File: src/rtl/framebuffer_writer.sv
`default_nettype none
// ============================================================================
// Module      : framebuffer_writer
// Description : Final write stage in front of the dual-bank 1-bit framebuffer
//               RAM. Merges pixel writes from sample_to_pixel with a hardware
//               zero-fill sweep and double-buffers the two banks so the
//               display never scans the bank being drawn into. Each frame
//               start swaps banks, then clears the new write bank while
//               clearing_framebuffer is held high.
// Ports       :
//   clk                  in   system clock (only clock of the block)
//   reset                in   synchronous, active-high reset
//   frame_pulse          in   frame start from the pixel-clock domain (async)
//   pixel_addr           in   pixel address from sample_to_pixel
//   pixel_data           in   pixel value from sample_to_pixel
//   pixel_wr_en          in   pixel write strobe from sample_to_pixel
//   fb_wr_addr           out  RAM write address {write_bank, addr}
//   fb_wr_data           out  RAM write data
//   fb_wr_en             out  RAM write enable
//   clearing_framebuffer out  high while a swap or clear is in progress
//   display_bank         out  bank scanned by the display (write bank = ~it)
//   frame_overrun        out  sticky: frame edge arrived with a clear pending
// Revision    : 1.0 - initial release
// ============================================================================
module framebuffer_writer #(
   parameter int SCREEN_WIDTH  = 640,
   parameter int SCREEN_HEIGHT = 480,
   parameter int ADDR_WIDTH    = $clog2(SCREEN_WIDTH * SCREEN_HEIGHT)
) (
   input  logic                  clk,
   input  logic                  reset,
   input  logic                  frame_pulse,
   input  logic [ADDR_WIDTH-1:0] pixel_addr,
   input  logic                  pixel_data,
   input  logic                  pixel_wr_en,
   output logic [ADDR_WIDTH:0]   fb_wr_addr,
   output logic                  fb_wr_data,
   output logic                  fb_wr_en,
   output logic                  clearing_framebuffer,
   output logic                  display_bank,
   output logic                  frame_overrun
);

   localparam int                    NUM_PIXELS = SCREEN_WIDTH * SCREEN_HEIGHT;
   localparam logic [ADDR_WIDTH-1:0] LAST_ADDR  = ADDR_WIDTH'(NUM_PIXELS - 1);

   typedef enum logic [1:0] {
      ST_IDLE  = 2'd0,
      ST_SWAP  = 2'd1,
      ST_CLEAR = 2'd2
   } state_t;

   state_t                state;
   logic [ADDR_WIDTH-1:0] clear_addr;
   logic                  pending;
   // [0],[1]: two-flop synchronizer; [2]: previous value for edge detection
   logic [2:0]            frame_sync;
   logic                  frame_edge;

   assign frame_edge = frame_sync[1] & ~frame_sync[2];

   always_ff @(posedge clk) begin
      if (reset) begin
         frame_sync           <= 3'b000;
         state                <= ST_CLEAR;
         clear_addr           <= '0;
         pending              <= 1'b0;
         display_bank         <= 1'b1;
         fb_wr_en             <= 1'b0;
         fb_wr_data           <= 1'b0;
         fb_wr_addr           <= '0;
         frame_overrun        <= 1'b0;
         clearing_framebuffer <= 1'b1;
      end else begin
         frame_sync           <= {frame_sync[1:0], frame_pulse};
         clearing_framebuffer <= (state != ST_IDLE);

         // Single write port: pixel writes always win, the sweep takes
         // whatever cycles are left over.
         if (pixel_wr_en) begin
            fb_wr_en   <= 1'b1;
            fb_wr_addr <= {~display_bank, pixel_addr};
            fb_wr_data <= pixel_data;
         end else if (state == ST_CLEAR) begin
            fb_wr_en   <= 1'b1;
            fb_wr_addr <= {~display_bank, clear_addr};
            fb_wr_data <= 1'b0;
         end else begin
            fb_wr_en   <= 1'b0;
         end

         case (state)
            ST_IDLE: begin
               if (frame_edge) begin
                  state <= ST_SWAP;
               end
            end

            ST_SWAP: begin
               display_bank <= ~display_bank;
               clear_addr   <= '0;
               state        <= ST_CLEAR;
               if (frame_edge) begin
                  pending       <= 1'b1;
                  frame_overrun <= 1'b1;
               end
            end

            ST_CLEAR: begin
               if (frame_edge) begin
                  pending       <= 1'b1;
                  frame_overrun <= 1'b1;
               end
               if (!pixel_wr_en) begin
                  if (clear_addr == LAST_ADDR) begin
                     // An edge landing on the final write still queues a
                     // frame, so it is folded into the decision here.
                     if (pending || frame_edge) begin
                        pending <= 1'b0;
                        state   <= ST_SWAP;
                     end else begin
                        state   <= ST_IDLE;
                     end
                  end else begin
                     clear_addr <= clear_addr + ADDR_WIDTH'(1);
                  end
               end
            end

            default: begin
               state <= ST_IDLE;
            end
         endcase
      end
   end

endmodule
`default_nettype wire

File: config.mk
export PLATFORM = sky130hd
export DESIGN_NAME = framebuffer_writer
export DESIGN_NICKNAME = d
export VERILOG_FILES = /design/src/rtl/framebuffer_writer.sv
export SDC_FILE = /design/constraint.sdc
export NUM_CORES = 1
export LEC_CHECK = 0
export CELL_PAD_IN_SITES_DETAIL_PLACEMENT = 1
export CELL_PAD_IN_SITES_GLOBAL_PLACEMENT = 1
export CORE_MARGIN = 3
export CORE_UTILIZATION = 31
export DETAILED_ROUTE_END_ITERATION = 8
export PLACE_DENSITY = 0.72
export SLEW_MARGIN = 20
export SYNTH_ARGS = -nofsm -noshare
export SYNTH_HDL_FRONTEND = slang
export SYNTH_SLANG_ARGS = --single-unit
export TNS_END_PERCENT = 50
File: constraint.sdc
create_clock -name clk -period 4 [get_ports clk]
set_input_delay 0.8 -clock clk [delete_from_list [all_inputs] [get_ports clk]]
set_output_delay 0.8 -clock clk [all_outputs]
set_load 0.01 [all_outputs]
==> results by group, run 1 <==
Worst setup path
  • Data arrival time of the critical path: approximately 2.7 ns
  • Type of element launching the critical path: input port
  • Worst path required time: 4.25 ns
  • Kind of critical path: in -> reg
  • Endpoint kind of the worst setup timing path: flop
  • Worst-path maximum fanout: 27

Yosys
  • Number of register bits inferred by synthesis: 50
  • Top area cells in the synthesized netlist: dfxtp_1 43%, nor2_1 9.9%, mux2i_1 9.4%
  • Share of the synthesized area in the top cell type: about 43%
  • Synth cell types: 42
  • Warnings from Yosys: 0
  • Mean Syn Cell Area: around 8.6 um^2
  • Proportion of synthesized chip area in sequential cells: 42.6%
  • Post-synth top area cell: dfxtp_1
  • Cell area after technology mapping: ~0.0023 mm^2
  • Mapped Cells: 272
  • Synthesized netlist net count: 302

CTS
  • Number of buffers inserted for hold repair after clock tree synthesis: 0
  • Clock sink count: 50
  • Clock-pin slew reported for the worst setup and hold paths after clock tree synthesis: 0.08 ns
  • Clock insertion delay at the later pin of the skew report: roughly 0.30 ns
  • Post-cts resize count: 0
  • Number of buffers between clock root and the deepest sink: 2
  • CTS buffer count: 5
  • Clock Tree Root: clkbuf_8
  • H-tree lvl count: 2
  • Setup Fix Bufs, Post-CTS: 0
  • Clock tree from TritonCTS: built

Cells and area
  • Total inserted antenna cells: 0
  • Post-layout nets: 347
  • Most used cells in the layout excluding fill and tap cells: 62 x nor2_1, 50 x dfxtp_1, 48 x clkdlybuf4s50_1
  • Fraction of layout cells with a size suffix above 1: between 6 and 7%
  • Most common library cell in the layout ignoring fill and taps: nor2_1
  • Number of non-filler instances in the completed layout: 417
  • Synthesis-to-finish area growth: 29.1%
  • Design area: around 0.003 mm^2
  • Fraction of the core area covered by cells at the end of the flow: roughly two fifths

Route
  • Via count: 2028
  • Post-route DRC violation count: 0
  • 1st-pass router iterations: 4
  • Average detailed-routed wire length per instance: 14.0 um
  • First-iteration detailed-routing DRC count: 129
  • Post-DRT Antenna Nets: 0
  • Detailed Route WL: 5.84 mm
  • Vias per cell: 4.86

Timing
  • Period utilisation layout: slightly above 60%
  • Final setup violation count: 0
  • Max_slew headroom: 67.6%
  • Count of final max-slew check failures: 0
  • Final min period: 2.45 ns
  • Number of endpoints with negative hold slack in the final report: 0
  • Unrepaired setup endpoints after global routing: no
  • Layout Skew: 0.00678 ns
  • Max Freq: 408 MHz
  • Final setup margin: around 1.6 ns
  • Least-Margin Pin Slew: 0.485 ns
  • Setup TNS Final: 0 ns

Worst hold path
  • Worst Hold Class: reg -> reg

Global route
  • Wire length of the first global-routing pass: between 9 and 10 mm
  • Pin count of the biggest net entering global routing: 39
  • Antenna violations before repair: 0
  • Total grt overflow: 0
  • Global Route Usage Sum: 14.1%
  • Via count of the first global-routing pass: approximately 2100

Die
  • Floorplan die area: about 0.0087 mm^2
  • Die span in y: slightly above 90 um
  • Starting density of the core: 32.2%
  • Core area: 0.00729 mm^2
  • Count of pins on the block boundary: 49
  • Die Width: 93.1 um
  • Number of placement rows: 31

Placed design
  • # port buffers: 48
  • GP Congestion: between 0.8 and 0.9
  • Instance area after placement: 0.00292 mm^2
  • Cell count after placement: 409
  • Estimated wirelength of the detail-placed design: roughly 4.3 mm
  • Placement-stage worst setup slack: 1.24 ns

Pwr
  • Power density over the cells: 390 mW/mm^2
  • VDD IR max: 0.150 mV
  • Total leakage power: 1.25 nW

Run status
  • Outcome: finished clean

Job
  • Number of max-capacitance violations reported: 0
worst paths after layout:
kind	start	to	slack, ns	depth (start not counted)
worst max-delay path	pixel_wr_en	clear_addr[13]	1.55	7
worst max register to register	state[0]	clear_addr[13]	1.69	8
worst min register to register	frame_sync[0]	frame_sync[1]	0.45	1
worst min-delay path	frame_sync[0]	frame_sync[1]	0.45	1
critical path: stages:
cell and delay (ns):
clkdlybuf4s50_1 0.42, buf_4 0.23, and2b_1 0.30, o2111a_2 0.29, o21ai_2 0.11, or4_1 0.47
nand2_1 0.07
state kept, by name, indices dropped and copies added, names as in the netlist:
register              count
clear_addr               19
clearing_framebuffer      1
display_bank              1
fb_wr_addr               20
fb_wr_data                1
fb_wr_en                  1
frame_overrun             1
frame_sync                3
pending                   1
state                     2
area by class of cell:
class / instances / area, um^2
Fill cell: 894 / 4260
Sequential cell: 50 / 1000
Multi-Input combinational cell: 202 / 1260
Timing Repair Buffer: 53 / 518
Inverter: 5 / 18.8
Clock buffer: 8 / 110
Tap cell: 99 / 124
synth_stat cells (all sizes together):
| library cell | count |
|---|---|
| a211o | 1 |
| a21oi | 28 |
| and2 | 3 |
| and2b | 1 |
| and3 | 1 |
| and4bb | 1 |
| buf | 8 |
| clkbuf | 7 |
| dfxtp | 50 |
| ha | 6 |
| inv | 5 |
| mux2i | 22 |
| nand2 | 7 |
| nand2b | 4 |
| nand3 | 9 |
| nand4 | 5 |
| nand4b | 1 |
| nor2 | 62 |
| nor2b | 5 |
| nor3 | 6 |
| nor3b | 2 |
| nor4b | 1 |
| o2111a | 1 |
| o2111ai | 1 |
| o211ai | 3 |
| o21a | 2 |
| o21ai | 10 |
| o31ai | 1 |
| o41ai | 1 |
| or2 | 2 |
| or3 | 4 |
| or4 | 1 |
| xnor2 | 2 |
| xor2 | 9 |
cell families (layout without fill, tap and decap cells):
| logic type | Yosys count | after routing | synth area share [%] |
|---|---|---|---|
| AO/OA/AOI/OAI | 48 | 48 | 12.8 |
| adder cells (fa/ha/maj) | 6 | 6 | 3.19 |
| XOR/XNOR | 11 | 11 | 4.10 |
| multiplexers | 22 | 22 | 9.37 |
| buffers and inverters | 20 | 66 | 3.73 |
| AND/OR/NAND/NOR | 115 | 115 | 24.2 |
| flip-flops | 50 | 50 | 42.6 |
metrics by stage:
| step | power [mW] | hold WS, ns |
|---|---|---|
| after floorplan | 0.754 | 0.414 |
| after global placement | 0.855 | 0.426 |
| after detailed placement | 0.860 | 0.444 |
| after CTS | 1.20 | 0.461 |
| after global routing | 1.25 | 0.470 |
| final | 1.18 | 0.452 |
layer usage:
metal | vias to the layer above | GRT usage [%] | wire length (um)
li1 | 1018 | - | -
met1 | 971 | 16.5 | 2660
met2 | 33 | 25.8 | 2940
met3 | 6 | 2.41 | 152
met4 | 0 | 4.40 | 84
met5 | - | 0 | 0
where the power goes:
group          total [mW]  switching (mW)  internal (mW)  leakage [nW]
clock network       0.337           0.162          0.175        0.0575
registers           0.550          0.0228          0.527         0.408
logic               0.297           0.150          0.147         0.787
No activity file was read; power rests on OpenSTA's default activity.
==> run 2, diff against run 1 <==
Settings changed: PLACE_DENSITY 0.72 to 0.75.
Clock period 4 ns to 2.05 ns, I/O delays scaled along.
==> results by group, run 2 (synthesis gave the netlist of run 1 again) <==
Run status
  • Outcome: finished clean

Cells and area
  • Fraction of the core area covered by cells at the end of the flow: 43.1%
  • Total inserted antenna cells: 0
  • Number of non-filler instances in the completed layout: 429
  • Register with the highest flop count: fb_wr_addr
  • Most used cells in the layout excluding fill and tap cells: 62 x nor2_1, 50 x dfxtp_1, 48 x clkdlybuf4s50_1
  • Most common library cell in the layout ignoring fill and taps: nor2_1
  • Synthesis-to-finish area growth: 33.6%
  • Fraction of layout cells with a size suffix above 1: 10.0%
  • Largest regs: fb_wr_addr: 20 flops, clear_addr: 19 flops, frame_sync: 3 flops
  • Post-layout nets: between 300 and 400
  • Flip-flop count of the largest register after layout: 20

Timing
  • Max Freq: 514 MHz
  • Unrepaired setup endpoints after global routing: no
  • Layout Skew: 0.00742 ns
  • Max_slew headroom: about 70%
  • Worst hold-check slack: 0.457 ns
  • Final min period: between 1.5 and 2 ns
  • Least-Margin Pin Slew: approximately 0.46 ns
  • Count of final max-slew check failures: 0
  • Number of endpoints with negative hold slack in the final report: 0
  • Period utilisation layout: between 90% and 100%
  • Final setup violation count: 0
  • Setup TNS Final: 0 ns

Worst hold path
  • Worst Hold Class: reg -> reg
  • Worst Min Path Start: frame_sync[0]

Die
  • Count of pins on the block boundary: 49
  • Floorplan die area: between 0.008 and 0.009 mm^2
  • Number of placement rows: 31
  • Starting density of the core: ~32%
  • Die span in y: 93.1 um
  • Die Width: roughly 93 um
  • Core area: 0.00729 mm^2

Route
  • Wire length on met1: 2.78 mm
  • First-iteration detailed-routing DRC count: 57
  • Routed length on met3: 295 um
  • Detailed Route WL: roughly 6.1 mm
  • Total met2 wirelength after detailed routing: 2.93 mm
  • Post-route DRC violation count: 0
  • Vias per cell: 4.87
  • Highest metal used: met4
  • Post-DRT Antenna Nets: 0
  • 1st-pass router iterations: 4
  • Via count: 2088
  • Average detailed-routed wire length per instance: 14.1 um

Placed design
  • Cell count after placement: 421
  • # port buffers: 48
  • GP Congestion: 0.797
  • Estimated wirelength of the detail-placed design: 4.46 mm

Worst setup path
  • Highest-delay cell along the critical path: or4_1
  • Chain of cells forming the critical path: inv_1 > ha_1 > nor2b_1 > buf_4 > or2_2 > or4_1 > nand2_1
  • Worst-path maximum fanout: 4
  • Type of element launching the critical path: flop
  • Largest delay share family, worst path: simple AND/OR/NAND/NOR gates
  • Worst R2R Start: state[1]
  • Crit path launch: state[1]
  • Kind of critical path: reg -> reg
  • Number of buffers and inverters on the critical path: 2
  • Crit-path max cell delay: roughly 0.5 ns
  • Endpoint kind of the worst setup timing path: flop
  • Data arrival time of the critical path: 2.20 ns
  • Worst path required time: 2.30 ns

Global route
  • Antenna violations before repair: 0
  • Wire length of the first global-routing pass: 10.4 mm
  • Global Route Usage Sum: 15.0%
  • Via count of the first global-routing pass: 2171
  • Total grt overflow: 0
  • Pin count of the biggest net entering global routing: 43

CTS
  • Clock Tree Root: clkbuf_8
  • Clock-pin slew reported for the worst setup and hold paths after clock tree synthesis: 0.09 ns
  • Setup Fix Bufs, Post-CTS: 0
  • Number of buffers between clock root and the deepest sink: 2
  • Clock tree from TritonCTS: built
  • H-tree lvl count: 2
  • Clock sink count: 50
  • Post-cts resize count: 0
  • Number of buffers inserted for hold repair after clock tree synthesis: 0
  • CTS buffer count: 5
  • Clock insertion delay at the later pin of the skew report: 0.30 ns

Pwr
  • VDD IR max: 0.341 mV
  • Power density over the cells: approximately 760 mW/mm^2
  • Total leakage power: 1.31 nW

Job
  • Number of max-capacitance violations reported: 0
==> run 2: cell types whose count changed in the layout (fill, tap and decap cells not counted), sizes merged <==
cell	previous run	this run
buf	5	17
clkbuf	8	6
bufinv	0	1
clkinvlp	0	1
==> run 2: power breakdown <==
group / leakage, nW / switching, mW / internal (mW)
clock network: 0.0514 / 0.332 / 0.364
logic: 0.851 / 0.315 / 0.323
registers: 0.408 / 0.0333 / 1.03
total: 1.31 / 0.680 / 1.72
==> run 2: final cells by class <==
type / instances / area [um^2]
sequential: 50 / 1000
fill: 882 / 4150
clock inverter: 2 / 37.5
clock buffer: 6 / 72.6
timing repair buffer: 65 / 621
tap: 99 / 124
multi-input combinational: 202 / 1260
inverter: 5 / 18.8
==> run 2: worst paths after layout <==
kind / end / slack (ns) / cells after the start
setup / recovery: clear_addr[13] / 0.10 / 7
hold / removal: frame_sync[1] / 0.46 / 1
setup reg to reg: clear_addr[13] / 0.10 / 7
hold reg to reg: frame_sync[1] / 0.46 / 1
==> run 2: per-layer routing <==
layer	GRT usage, %	up-vias
met5	0	-
met3	3.46	5
met1	19.2	994
li1	-	1035
met2	25.4	54
met4	3.66	0
==> run 2: metrics by stage <==
| step | setup slack (ns) | area, um^2 | power [mW] |
|---|---|---|---|
| 6_report | 0.103 | 3140 | 2.40 |
| 4_1_cts | 0.0927 | 3140 | 2.44 |
| 3_5_place_dp | -0.0306 | 3030 | 1.72 |
| 3_3_place_gp | 0.0116 | 3030 | 1.71 |
| 5_1_grt | 0.00972 | 3140 | 2.53 |
| 2_1_floorplan | 0.111 | 2350 | 1.47 |
==> run 3, diff against run 2 <==
Settings changed: PLACE_DENSITY 0.75 to 0.8.
==> results by group, run 3 (synthesis gave the netlist of run 1 again) <==
Run status
  • Outcome: finished clean

Route
  • Post-route DRC violation count: 0
  • 1st-pass router iterations: 4
  • Vias per cell: 4.91
  • Post-DRT Antenna Nets: 0
  • Via count: between 2000 and 2500
  • Routed length on met3: 239 um
  • Detailed Route WL: 6.31 mm
  • Highest metal used: met4
  • Average detailed-routed wire length per instance: about 15 um
  • Wire length on met1: 2.93 mm
  • Total met2 wirelength after detailed routing: 3.08 mm
  • First-iteration detailed-routing DRC count: 120

Timing
  • Setup TNS Final: 0 ns
  • Max_slew headroom: a little over three fifths
  • Final min period: 1.89 ns
  • Final setup violation count: 0
  • Period utilisation layout: 92.2%
  • Max Freq: 529 MHz
  • Unrepaired setup endpoints after global routing: no
  • Layout Skew: between 0.009 and 0.01 ns
  • Number of endpoints with negative hold slack in the final report: 0
  • Count of final max-slew check failures: 0
  • Least-Margin Pin Slew: 0.549 ns

Cells and area
  • Most common library cell in the layout ignoring fill and taps: nor2_1
  • Flip-flop count of the largest register after layout: 20
  • Total inserted antenna cells: 0
  • Post-layout nets: 360
  • Fraction of layout cells with a size suffix above 1: 10.6%
  • Synthesis-to-finish area growth: 33.2%
  • Register with the highest flop count: fb_wr_addr
  • Most used cells in the layout excluding fill and tap cells: 62 x nor2_1, 49 x dfxtp_1, 48 x clkdlybuf4s50_1
  • Largest regs: fb_wr_addr: 20 flops, clear_addr: 19 flops, frame_sync: 3 flops

Die
  • Starting density of the core: 32.2%
  • Core area: 0.00729 mm^2
  • Die span in y: 93.1 um
  • Number of placement rows: 31
  • Die Width: 93.1 um
  • Floorplan die area: 0.00866 mm^2
  • Count of pins on the block boundary: a little under 50

CTS
  • CTS buffer count: 5
  • Clock-pin slew reported for the worst setup and hold paths after clock tree synthesis: 0.09 ns
  • H-tree lvl count: 2
  • Clock insertion delay at the later pin of the skew report: approximately 0.31 ns
  • Number of buffers inserted for hold repair after clock tree synthesis: 0
  • Number of buffers between clock root and the deepest sink: 2
  • Clock Tree Root: clkbuf_8
  • Clock tree from TritonCTS: built
  • Clock sink count: 50

Worst setup path
  • Kind of critical path: reg -> reg
  • Data arrival time of the critical path: 2.14 ns
  • Endpoint kind of the worst setup timing path: flop
  • Worst-path maximum fanout: 4
  • Type of element launching the critical path: flop
  • Worst path required time: 2.30 ns

Global route
  • Antenna violations before repair: 0
  • Wire length of the first global-routing pass: 10.6 mm
  • Total grt overflow: 0
  • Pin count of the biggest net entering global routing: 38
  • Global Route Usage Sum: between 10% and 20%
  • Via count of the first global-routing pass: 2214

Job
  • Number of max-capacitance violations reported: 0

Worst hold path
  • Worst Hold Class: reg -> reg

Pwr
  • Power after layout: 2.28 mW
  • VDD IR max: 0.357 mV
  • Power density over the cells: 730 mW/mm^2
  • Total leakage power: 1.31 nW

Placed design
  • GP Congestion: slightly above 0.8
  • Estimated wirelength of the detail-placed design: 4.63 mm
  • # port buffers: 48
run 3: changes by cell type in the layout (fill, tap and decap cells not counted), sizes merged:
cell	delta
buf	+1
clkinv	+1
bufinv	-1
clkinvlp	-1
clkbuf	+1
run 3: final timing paths:
kind / start / end / slack [ns] / cells past startpoint
max: state[1] / clear_addr[13] / 0.16 / 7
min: frame_sync[0] / frame_sync[1] / 0.46 / 1
max reg2reg: state[1] / clear_addr[13] / 0.16 / 7
min reg2reg: frame_sync[0] / frame_sync[1] / 0.46 / 1
run 3: critical path: stages, from the launching register on:
cell and delay, ns:
dfxtp_2 0.37, inv_1 0.08, ha_1 0.21, nor2b_1 0.16, buf_4 0.16, or2_2 0.30
or4_1 0.50, nand2_1 0.07
run 3: per-stage QoR:
| stage | hold slack (ns) | worst slack, ns | std cells | area, um^2 | utilization [%] |
|---|---|---|---|---|---|
| after floorplan | 0.414 | 0.111 | 272 | 2350 | - |
| after global placement | 0.420 | 0.00149 | 422 | 3030 | 41.6 |
| after detailed placement | 0.437 | -0.0373 | 422 | 3030 | 41.6 |
| after CTS | 0.459 | 0.0669 | 430 | 3120 | 42.8 |
| after global routing | 0.472 | 0.00133 | 430 | 3130 | 42.9 |
| final | 0.457 | 0.160 | 430 | 3130 | 42.9 |
run 3: area by class of cell:
cell class              instances  area (um^2)
flip-flops and latches         50         1000
repair buffers                 66          628
fillers                       914         4160
clock inverters                 1         5.00
well taps                      99          124
inverters                       5         18.8
clock buffers                   7         86.3
multi-input cells             202         1260
run 3: where the power goes:
group,switching (mW),internal (mW)
registers,0.0335,1.03
clock network,0.325,0.273
logic,0.310,0.313
total,0.669,1.62
run 3: what timing repair did:
item | in CTS | in global routing
resized for setup | 0 | 2
setup buffers | 0 | 0
endpoints found under the setup margin | 0 | 4
run 3: per-layer routing:
layer  global-route usage (%)  up-vias
met2                     26.9       47
met5                        0        -
met3                     2.57        7
met4                     4.40        0
met1                     19.4     1012
li1                         -     1046
